==> src/rtl/store_writer_pkg.sv <==
// store_writer_pkg: shared types for the store path.
//   msize_t        : access size encoding (1/2/4/8 bytes)
//   store_state_t  : store_writer FSM states
//   store_req_t    : one store request {addr, data, msize}
package store_writer_pkg;

  localparam int ADDR_W = 64;
  localparam int DATA_W = 64;          // bus width is fixed at 64
  localparam int STRB_W = DATA_W / 8;

  typedef enum logic [1:0] {
    MSIZE1 = 2'd0,
    MSIZE2 = 2'd1,
    MSIZE4 = 2'd2,
    MSIZE8 = 2'd3
  } msize_t;

  typedef enum logic [1:0] {
    IDLE  = 2'd0,
    REQ   = 2'd1,
    DONE  = 2'd2,
    FAULT = 2'd3
  } store_state_t;

  typedef struct packed {
    logic [ADDR_W-1:0] addr;
    logic [DATA_W-1:0] data;
    msize_t            msize;
  } store_req_t;

endpackage

==> src/rtl/store_writer_if.sv <==
// store_writer_if: data-bus write channel.
//   dreq_valid/addr/size/strobe/data : write request (master drives)
//   dresp_data_ok                    : write completion (slave drives)
// Modports: master = store block, slave = bus side.
interface store_writer_if;
  import store_writer_pkg::*;

  logic              dreq_valid;
  logic [ADDR_W-1:0] dreq_addr;
  msize_t            dreq_size;
  logic [STRB_W-1:0] dreq_strobe;
  logic [DATA_W-1:0] dreq_data;
  logic              dresp_data_ok;

  modport master (
    output dreq_valid, dreq_addr, dreq_size, dreq_strobe, dreq_data,
    input  dresp_data_ok
  );

  modport slave (
    input  dreq_valid, dreq_addr, dreq_size, dreq_strobe, dreq_data,
    output dresp_data_ok
  );
endinterface

==> src/rtl/store_writer_format.sv <==
// store_writer_format: combinational store formatter.
//   off       in  3   byte offset within the 64-bit word (addr[2:0])
//   data      in  64  raw rs2 value, low bytes significant
//   msize     in  2   access size
//   strobe    out 8   byte-lane write enable
//   lane_data out 64  data replicated into every lane of its size
//   misalign  out 1   offset not a multiple of the size, or unknown size
module store_writer_format
  import store_writer_pkg::*;
(
  input  logic [2:0]        off,
  input  logic [DATA_W-1:0] data,
  input  msize_t            msize,
  output logic [STRB_W-1:0] strobe,
  output logic [DATA_W-1:0] lane_data,
  output logic              misalign
);

  always_comb begin
    // NOTE: every output gets a default first so no path can infer a latch.
    strobe    = '0;
    lane_data = '0;
    misalign  = 1'b0;
    case (msize)
      MSIZE1: begin
        strobe    = 8'b0000_0001 << off;
        lane_data = {8{data[7:0]}};
      end
      MSIZE2: begin
        strobe    = 8'b0000_0011 << off;
        lane_data = {4{data[15:0]}};
        misalign  = off[0];
      end
      MSIZE4: begin
        strobe    = 8'b0000_1111 << off;
        lane_data = {2{data[31:0]}};
        misalign  = |off[1:0];
      end
      MSIZE8: begin
        strobe    = 8'hFF;
        lane_data = data;
        misalign  = |off;
      end
      default: misalign = 1'b1;   // unknown size is reported as a fault
    endcase
  end

endmodule

==> src/rtl/store_writer.sv <==
// store_writer: accepts one store from the memory stage, checks alignment,
// formats lanes/strobe and runs a single valid/data_ok bus write.
//   clk, resetn       : clock, asynchronous active-low reset
//   in_valid/in_ready : request handshake from the memory stage
//   in_addr/data/msize: store address, raw rs2 data, size
//   flush             : squashes this block's reported result
//   bus               : data-bus write channel (master side)
//   out_done          : one-cycle pulse, store committed
//   out_misalign      : one-cycle pulse, misaligned store
//   out_badaddr       : faulting address while out_misalign is high
module store_writer
  import store_writer_pkg::*;
(
  input  logic              clk,
  input  logic              resetn,
  input  logic              in_valid,
  output logic              in_ready,
  input  logic [ADDR_W-1:0] in_addr,
  input  logic [DATA_W-1:0] in_data,
  input  msize_t            in_msize,
  input  logic              flush,
  store_writer_if.master    bus,
  output logic              out_done,
  output logic              out_misalign,
  output logic [ADDR_W-1:0] out_badaddr
);

  store_state_t      state;
  logic              kill;
  logic              dreq_valid_q;
  store_req_t        req_q;          // data field holds lane-replicated data
  logic [STRB_W-1:0] strobe_q;

  logic [STRB_W-1:0] fmt_strobe;
  logic [DATA_W-1:0] fmt_data;
  logic              fmt_misalign;
  logic              accept;

  store_writer_format u_format (
    .off       (in_addr[2:0]),
    .data      (in_data),
    .msize     (in_msize),
    .strobe    (fmt_strobe),
    .lane_data (fmt_data),
    .misalign  (fmt_misalign)
  );

  assign in_ready = (state == IDLE) && !flush;
  assign accept   = in_valid && in_ready;

  always_ff @(posedge clk or negedge resetn) begin
    if (!resetn) begin
      state        <= IDLE;
      kill         <= 1'b0;
      dreq_valid_q <= 1'b0;
      req_q        <= '0;
      strobe_q     <= '0;
      out_badaddr  <= '0;
    end else begin
      // NOTE: sequential state uses non-blocking assignments only, so every
      // register here samples the pre-edge values of its neighbours.
      case (state)
        IDLE: begin
          if (accept) begin
            req_q.addr  <= in_addr;
            req_q.msize <= in_msize;
            if (fmt_misalign) begin
              state       <= FAULT;
              out_badaddr <= in_addr;
            end else begin
              state        <= REQ;
              dreq_valid_q <= 1'b1;
              req_q.data   <= fmt_data;
              strobe_q     <= fmt_strobe;
            end
          end
        end
        REQ: begin
          // The bus cannot abort, so a flush only marks the result as dead.
          if (flush) kill <= 1'b1;
          if (bus.dresp_data_ok) begin
            dreq_valid_q <= 1'b0;
            state        <= DONE;
          end
        end
        default: begin            // DONE, FAULT: single-cycle report states
          state <= IDLE;
          kill  <= 1'b0;
        end
      endcase
    end
  end

  assign bus.dreq_valid  = dreq_valid_q;
  assign bus.dreq_addr   = req_q.addr;
  assign bus.dreq_size   = req_q.msize;
  assign bus.dreq_data   = req_q.data;
  assign bus.dreq_strobe = strobe_q;

  // A flush in the report cycle itself must still squash the pulse.
  assign out_done     = (state == DONE)  && !kill && !flush;
  assign out_misalign = (state == FAULT) && !kill && !flush;

endmodule

==> src/flat_wrapper.sv <==
// flat-port wrapper written by rule: the top's interface ports become plain ports
module store_writer_flat import store_writer_pkg::*;
  (clk, resetn, in_valid, in_ready, in_addr, in_data, in_msize, flush, out_done, out_misalign, out_badaddr, bus_dreq_valid, bus_dreq_addr, bus_dreq_size, bus_dreq_strobe, bus_dreq_data, bus_dresp_data_ok);
  store_writer_if bus_i ();
  input  logic clk;
  input  logic resetn;
  input  logic in_valid;
  output logic in_ready;
  input  logic [ADDR_W-1:0] in_addr;
  input  logic [DATA_W-1:0] in_data;
  input  msize_t in_msize;
  input  logic flush;
  output logic out_done;
  output logic out_misalign;
  output logic [ADDR_W-1:0] out_badaddr;
  output wire logic [$bits(bus_i.dreq_valid)-1:0] bus_dreq_valid;
  output wire logic [$bits(bus_i.dreq_addr)-1:0] bus_dreq_addr;
  output wire logic [$bits(bus_i.dreq_size)-1:0] bus_dreq_size;
  output wire logic [$bits(bus_i.dreq_strobe)-1:0] bus_dreq_strobe;
  output wire logic [$bits(bus_i.dreq_data)-1:0] bus_dreq_data;
  input wire logic [$bits(bus_i.dresp_data_ok)-1:0] bus_dresp_data_ok;
  assign bus_dreq_valid = bus_i.dreq_valid;
  assign bus_dreq_addr = bus_i.dreq_addr;
  assign bus_dreq_size = bus_i.dreq_size;
  assign bus_dreq_strobe = bus_i.dreq_strobe;
  assign bus_dreq_data = bus_i.dreq_data;
  assign bus_i.dresp_data_ok = bus_dresp_data_ok;
  store_writer u_core (.clk(clk), .resetn(resetn), .in_valid(in_valid), .in_ready(in_ready), .in_addr(in_addr), .in_data(in_data), .in_msize(in_msize), .flush(flush), .bus(bus_i), .out_done(out_done), .out_misalign(out_misalign), .out_badaddr(out_badaddr));
endmodule
==> config.mk <==
export PLATFORM = sky130hd
export DESIGN_NAME = store_writer_flat
export DESIGN_NICKNAME = d
export VERILOG_FILES = /design/src/rtl/store_writer_pkg.sv /design/src/rtl/store_writer_if.sv /design/src/rtl/store_writer_format.sv /design/src/rtl/store_writer.sv /design/src/flat_wrapper.sv
export SDC_FILE = /design/constraint.sdc
export NUM_CORES = 1
export LEC_CHECK = 0
export BUFFER_PORTS_ARGS = -buffer_cell sky130_fd_sc_hd__buf_2
export CAP_MARGIN = 30
export CORE_ASPECT_RATIO = 1.25
export CORE_MARGIN = 3
export CORE_UTILIZATION = 49
export CTS_CLUSTER_SIZE = 25
export DETAILED_ROUTE_END_ITERATION = 12
export GPL_TIMING_DRIVEN = 0
export PLACE_DENSITY = 0.8
export SLEW_MARGIN = 20
export SYNTH_ARGS = -nofsm -noshare
export SYNTH_HDL_FRONTEND = slang
export SYNTH_HIERARCHICAL = 1
export SYNTH_SLANG_ARGS = --single-unit
==> constraint.sdc <==
create_clock -name clk -period 2.08 [get_ports clk]
set_input_delay 0.104 -clock clk [delete_from_list [all_inputs] [get_ports clk]]
set_output_delay 0.104 -clock clk [all_outputs]
set_load 0.01 [all_outputs]
==> key figures <==
STA
  • Period utilization: between 90 and 100%
  • Fmax achieved: 497 MHz
  • Unrepaired setup endpoints after global routing: true
  • Clock skew: between 0.01 and 0.015 ns
  • Final Hold Fails: 0
  • Slew Limit Fails: 0
  • Rel. slew slack: 63.3%
  • Period minus WS final: 2.01 ns
  • Setup Total Neg Slack: 0 ns
  • Final setup viols: 0
  • Slew at the pin closest to its max-slew limit: 0.551 ns
  • Hold_ws: roughly 0.012 ns

Pwr
  • Power Density: 1160 mW/mm^2
  • Total power: 14.8 mW
  • VDD IR-drop max: 964 uV
  • Pleak: 6.29 nW

Min path
  • Hold Path Class: input pin to register
  • Hold path cells: 4
  • Hold Path End: u_core/bus.dreq_data[40]
  • Hold path start: in_data[40]

Routing
  • First DRT Iteration DRCs: between 500 and 600
  • DRT antenna net count: 0
  • Number of remaining DRC errors: 0
  • Vias: 7341
  • Average vias per placed instance: approximately 5.5
  • TritonRoute pass-1 iters: 8
  • Routed len/inst: 22.1 um
  • Drt total wl: 29.5 mm

Floorplanning
  • Die ar.: approximately 0.02 mm^2
  • Die Y: 156 um
  • Starting Density: 50.4%
  • Num ports: 341
  • Core footprint: 0.0176 mm^2
  • DIE WIDTH: about 130 um
  • Rows: 54

Worst setup path
  • Crit path largest cell delay: between 0.3 and 0.4 ns
  • R2R Setup Slk: 0.07 ns
  • Endpoint type of the worst setup path: register
  • Max FO, Critical Path: 10
  • Crit path launch type: register
  • CP max-delay cell: dfrtp_1
  • Worst reg2reg path startpoint: u_core/state[1]
  • CP dominant cell by count: buf_4
  • WP data arrival: approximately 2.4 ns
  • Worst-path cell chain: clkbuf_1 > nor4b_4 > buf_4 > nor2b_4 > buf_6 > buf_4 > mux2_1
  • Worst reg-to-reg path cell count: 7
  • WP data required: 2.44 ns
  • FF-to-FF End: u_core/bus.dreq_data[36]
  • Setup Crit Path Kind: register to register

Final layout
  • # nets final: 1236
  • Fin cells: 1335
  • Share of layout cells above drive strength 1: 46.7%
  • Design Area, Final: 0.0127 mm^2
  • Layout area overhead: 43.8%

Clocking
  • CTS root buffer: clkbuf_16
  • Clock Latency Late Sink: 0.50 ns
  • Clk sinks: approximately 210
  • CTS Buf Count: 21
  • Clock tree buffer depth: 3
  • TritonCTS clock tree: built
  • CTS clock-pin slew for the worst setup and hold paths: 0.06 ns
  • H-tree levels: 1

Logic synthesis
  • Post-synthesis sequential area ratio: 58.2%
  • Synthesized cell area: approximately 0.009 mm^2
  • Cell count after synthesis: around 630
  • Syn_nets: 765
  • Post-synth ARST share: between 90% and 100%
  • Main synth FF type: dfrtp_1
  • #FFs+latches synth: 206
  • Cell variety after synth: 34
  • Warnings from Yosys: 6
  • Synth area leaders: dfrtp_1, mux2_1, mux2_2
  • Post-synth top area cell: dfrtp_1
  • Syn Area/Cell: 14.2 um^2
  • Area share of the largest cell type after synthesis: 58.2%
  • Post-synth EDFFs: 0

Global route
  • Largest net degree at the start of global routing: 93
  • Grt ovf: 0
  • GRT Overall Usage: between 20 and 30%
  • First-pass GRT wire length: 45.0 mm
  • Number of global-route vias before repair: 7982
  • Initial antenna violation count: 1

Place
  • IO Port Bufs: 340
  • Placed instance area: between 0.01 and 0.015 mm^2
  • HPWL after DPL: roughly 20 mm
  • Cells after DPL: 1191
  • GP Congestion: around 0.9

Outcome
  • Status: finished, final reports clean

Run
  • Maxcap violations: 0
## sequential cells by signal, indices dropped and copies added (netlist names)
signal,count
u_core/bus.dreq_addr,64
u_core/bus.dreq_data,64
u_core/bus.dreq_size,2
u_core/bus.dreq_strobe,8
u_core/bus.dreq_valid,1
u_core/kill,1
u_core/out_badaddr,64
u_core/state,2
## synthesized netlist by cell type, types with 9 or more instances
cell      number
o21ai_0       10
a21oi_1       27
dfrtp_1      206
a22oi_1       16
buf_4         16
a22o_1        16
clkbuf_1       9
inv_1         13
buf_2         22
mux2_1       121
nand2_1       19
nor2b_1       12
mux2_2        91
## power by group
group          total [mW]  internal (mW)  switching (mW)
registers            6.27           5.46           0.802
clock network        3.76           2.20            1.56
logic                4.77           2.29            2.48
## layout make-up
class	count	area, um^2
flip-flops and latches	206	5150
repair buffers	450	2840
well taps	224	280
fillers	1118	4840
clock inverters	4	48.8
diodes	1	2.50
multi-input cells	354	3360
clock buffers	33	631
plain buffers	50	369
inverters	13	48.8
## how the worst max path moves through the flow
stage / from / endpoint / cells past startpoint
floorplan: in_msize[1] / u_core/out_badaddr[0] / 11
global placement: resetn / u_core/bus.dreq_data[38] / 1
detailed placement: in_msize[1] / u_core/out_badaddr[48] / 12
CTS: u_core/state[0] / u_core/bus.dreq_addr[49] / 5
global route: u_core/state[1] / u_core/bus.dreq_data[36] / 7
finish: u_core/state[1] / u_core/bus.dreq_data[36] / 7
## critical path, delay by kind of cell (launching register included)
family	cells	cell delay, ns
buf+inv	4	0.75
simple gates	2	0.42
mux	1	0.35
flops	1	0.36
## routing by layer
metal	vias up	wire length (um)	share of wire (%)	GRT usage [%]
li1	3187	-	-	-
met1	3637	10300	35	31.7
met2	436	15400	52	53.3
met3	81	2750	9.3	8.13
met4	0	1140	3.9	11.7
met5	-	0	0	0
## cell families after synthesis
| logic type | after synthesis | share of synthesized area (%) |
|---|---|---|
| AOI/OAI and AO/OA | 89 | 6.95 |
| adders and majority gates | 5 | 0.706 |
| buffers and inverters | 65 | 4.10 |
| DFF | 206 | 58.2 |
| muxes | 213 | 27.1 |
| and+or+nand+nor | 47 | 2.97 |
## repair_timing
action,in CTS,in global routing
setup endpoints to repair,167,90
buffers inserted,1,2
pin swaps,2,3
resized for setup,14,14
endpoints found under the hold margin,374,0
hold buffers,105,0
## cells in the final DEF, fill, tap and decap left out, drive strengths merged
cell type and instances:
bufinv 1, o211ai 1, nor2 5, ha 5, a21oi 27, nand2 19
nor3b 1, a222oi 8, clkbuf 44, clkinv 2, a211oi 1, nand2b 1
o31ai 2, mux2 212, nor4b 2, nor4bb 1, or2 2, a22o 16
inv 14, nor3 2, o21ai 11, or3 1, diode 1, a21o 6
dlygate4sd3 105, nor2b 12, o21ba 1, dfrtp 206, buf 384, a22oi 16
nand3b 1, mux2i 1
## metrics by stage
step	setup slack (ns)	utilization, %
3_5_place_dp	-0.993	62.1
6_report	0.0669	72.5
3_3_place_gp	-2.52	61.7
4_1_cts	-0.000414	72.1
5_1_grt	-0.0293	72.5
2_1_floorplan	0.000500	-
(Power assumes the default switching activity.)
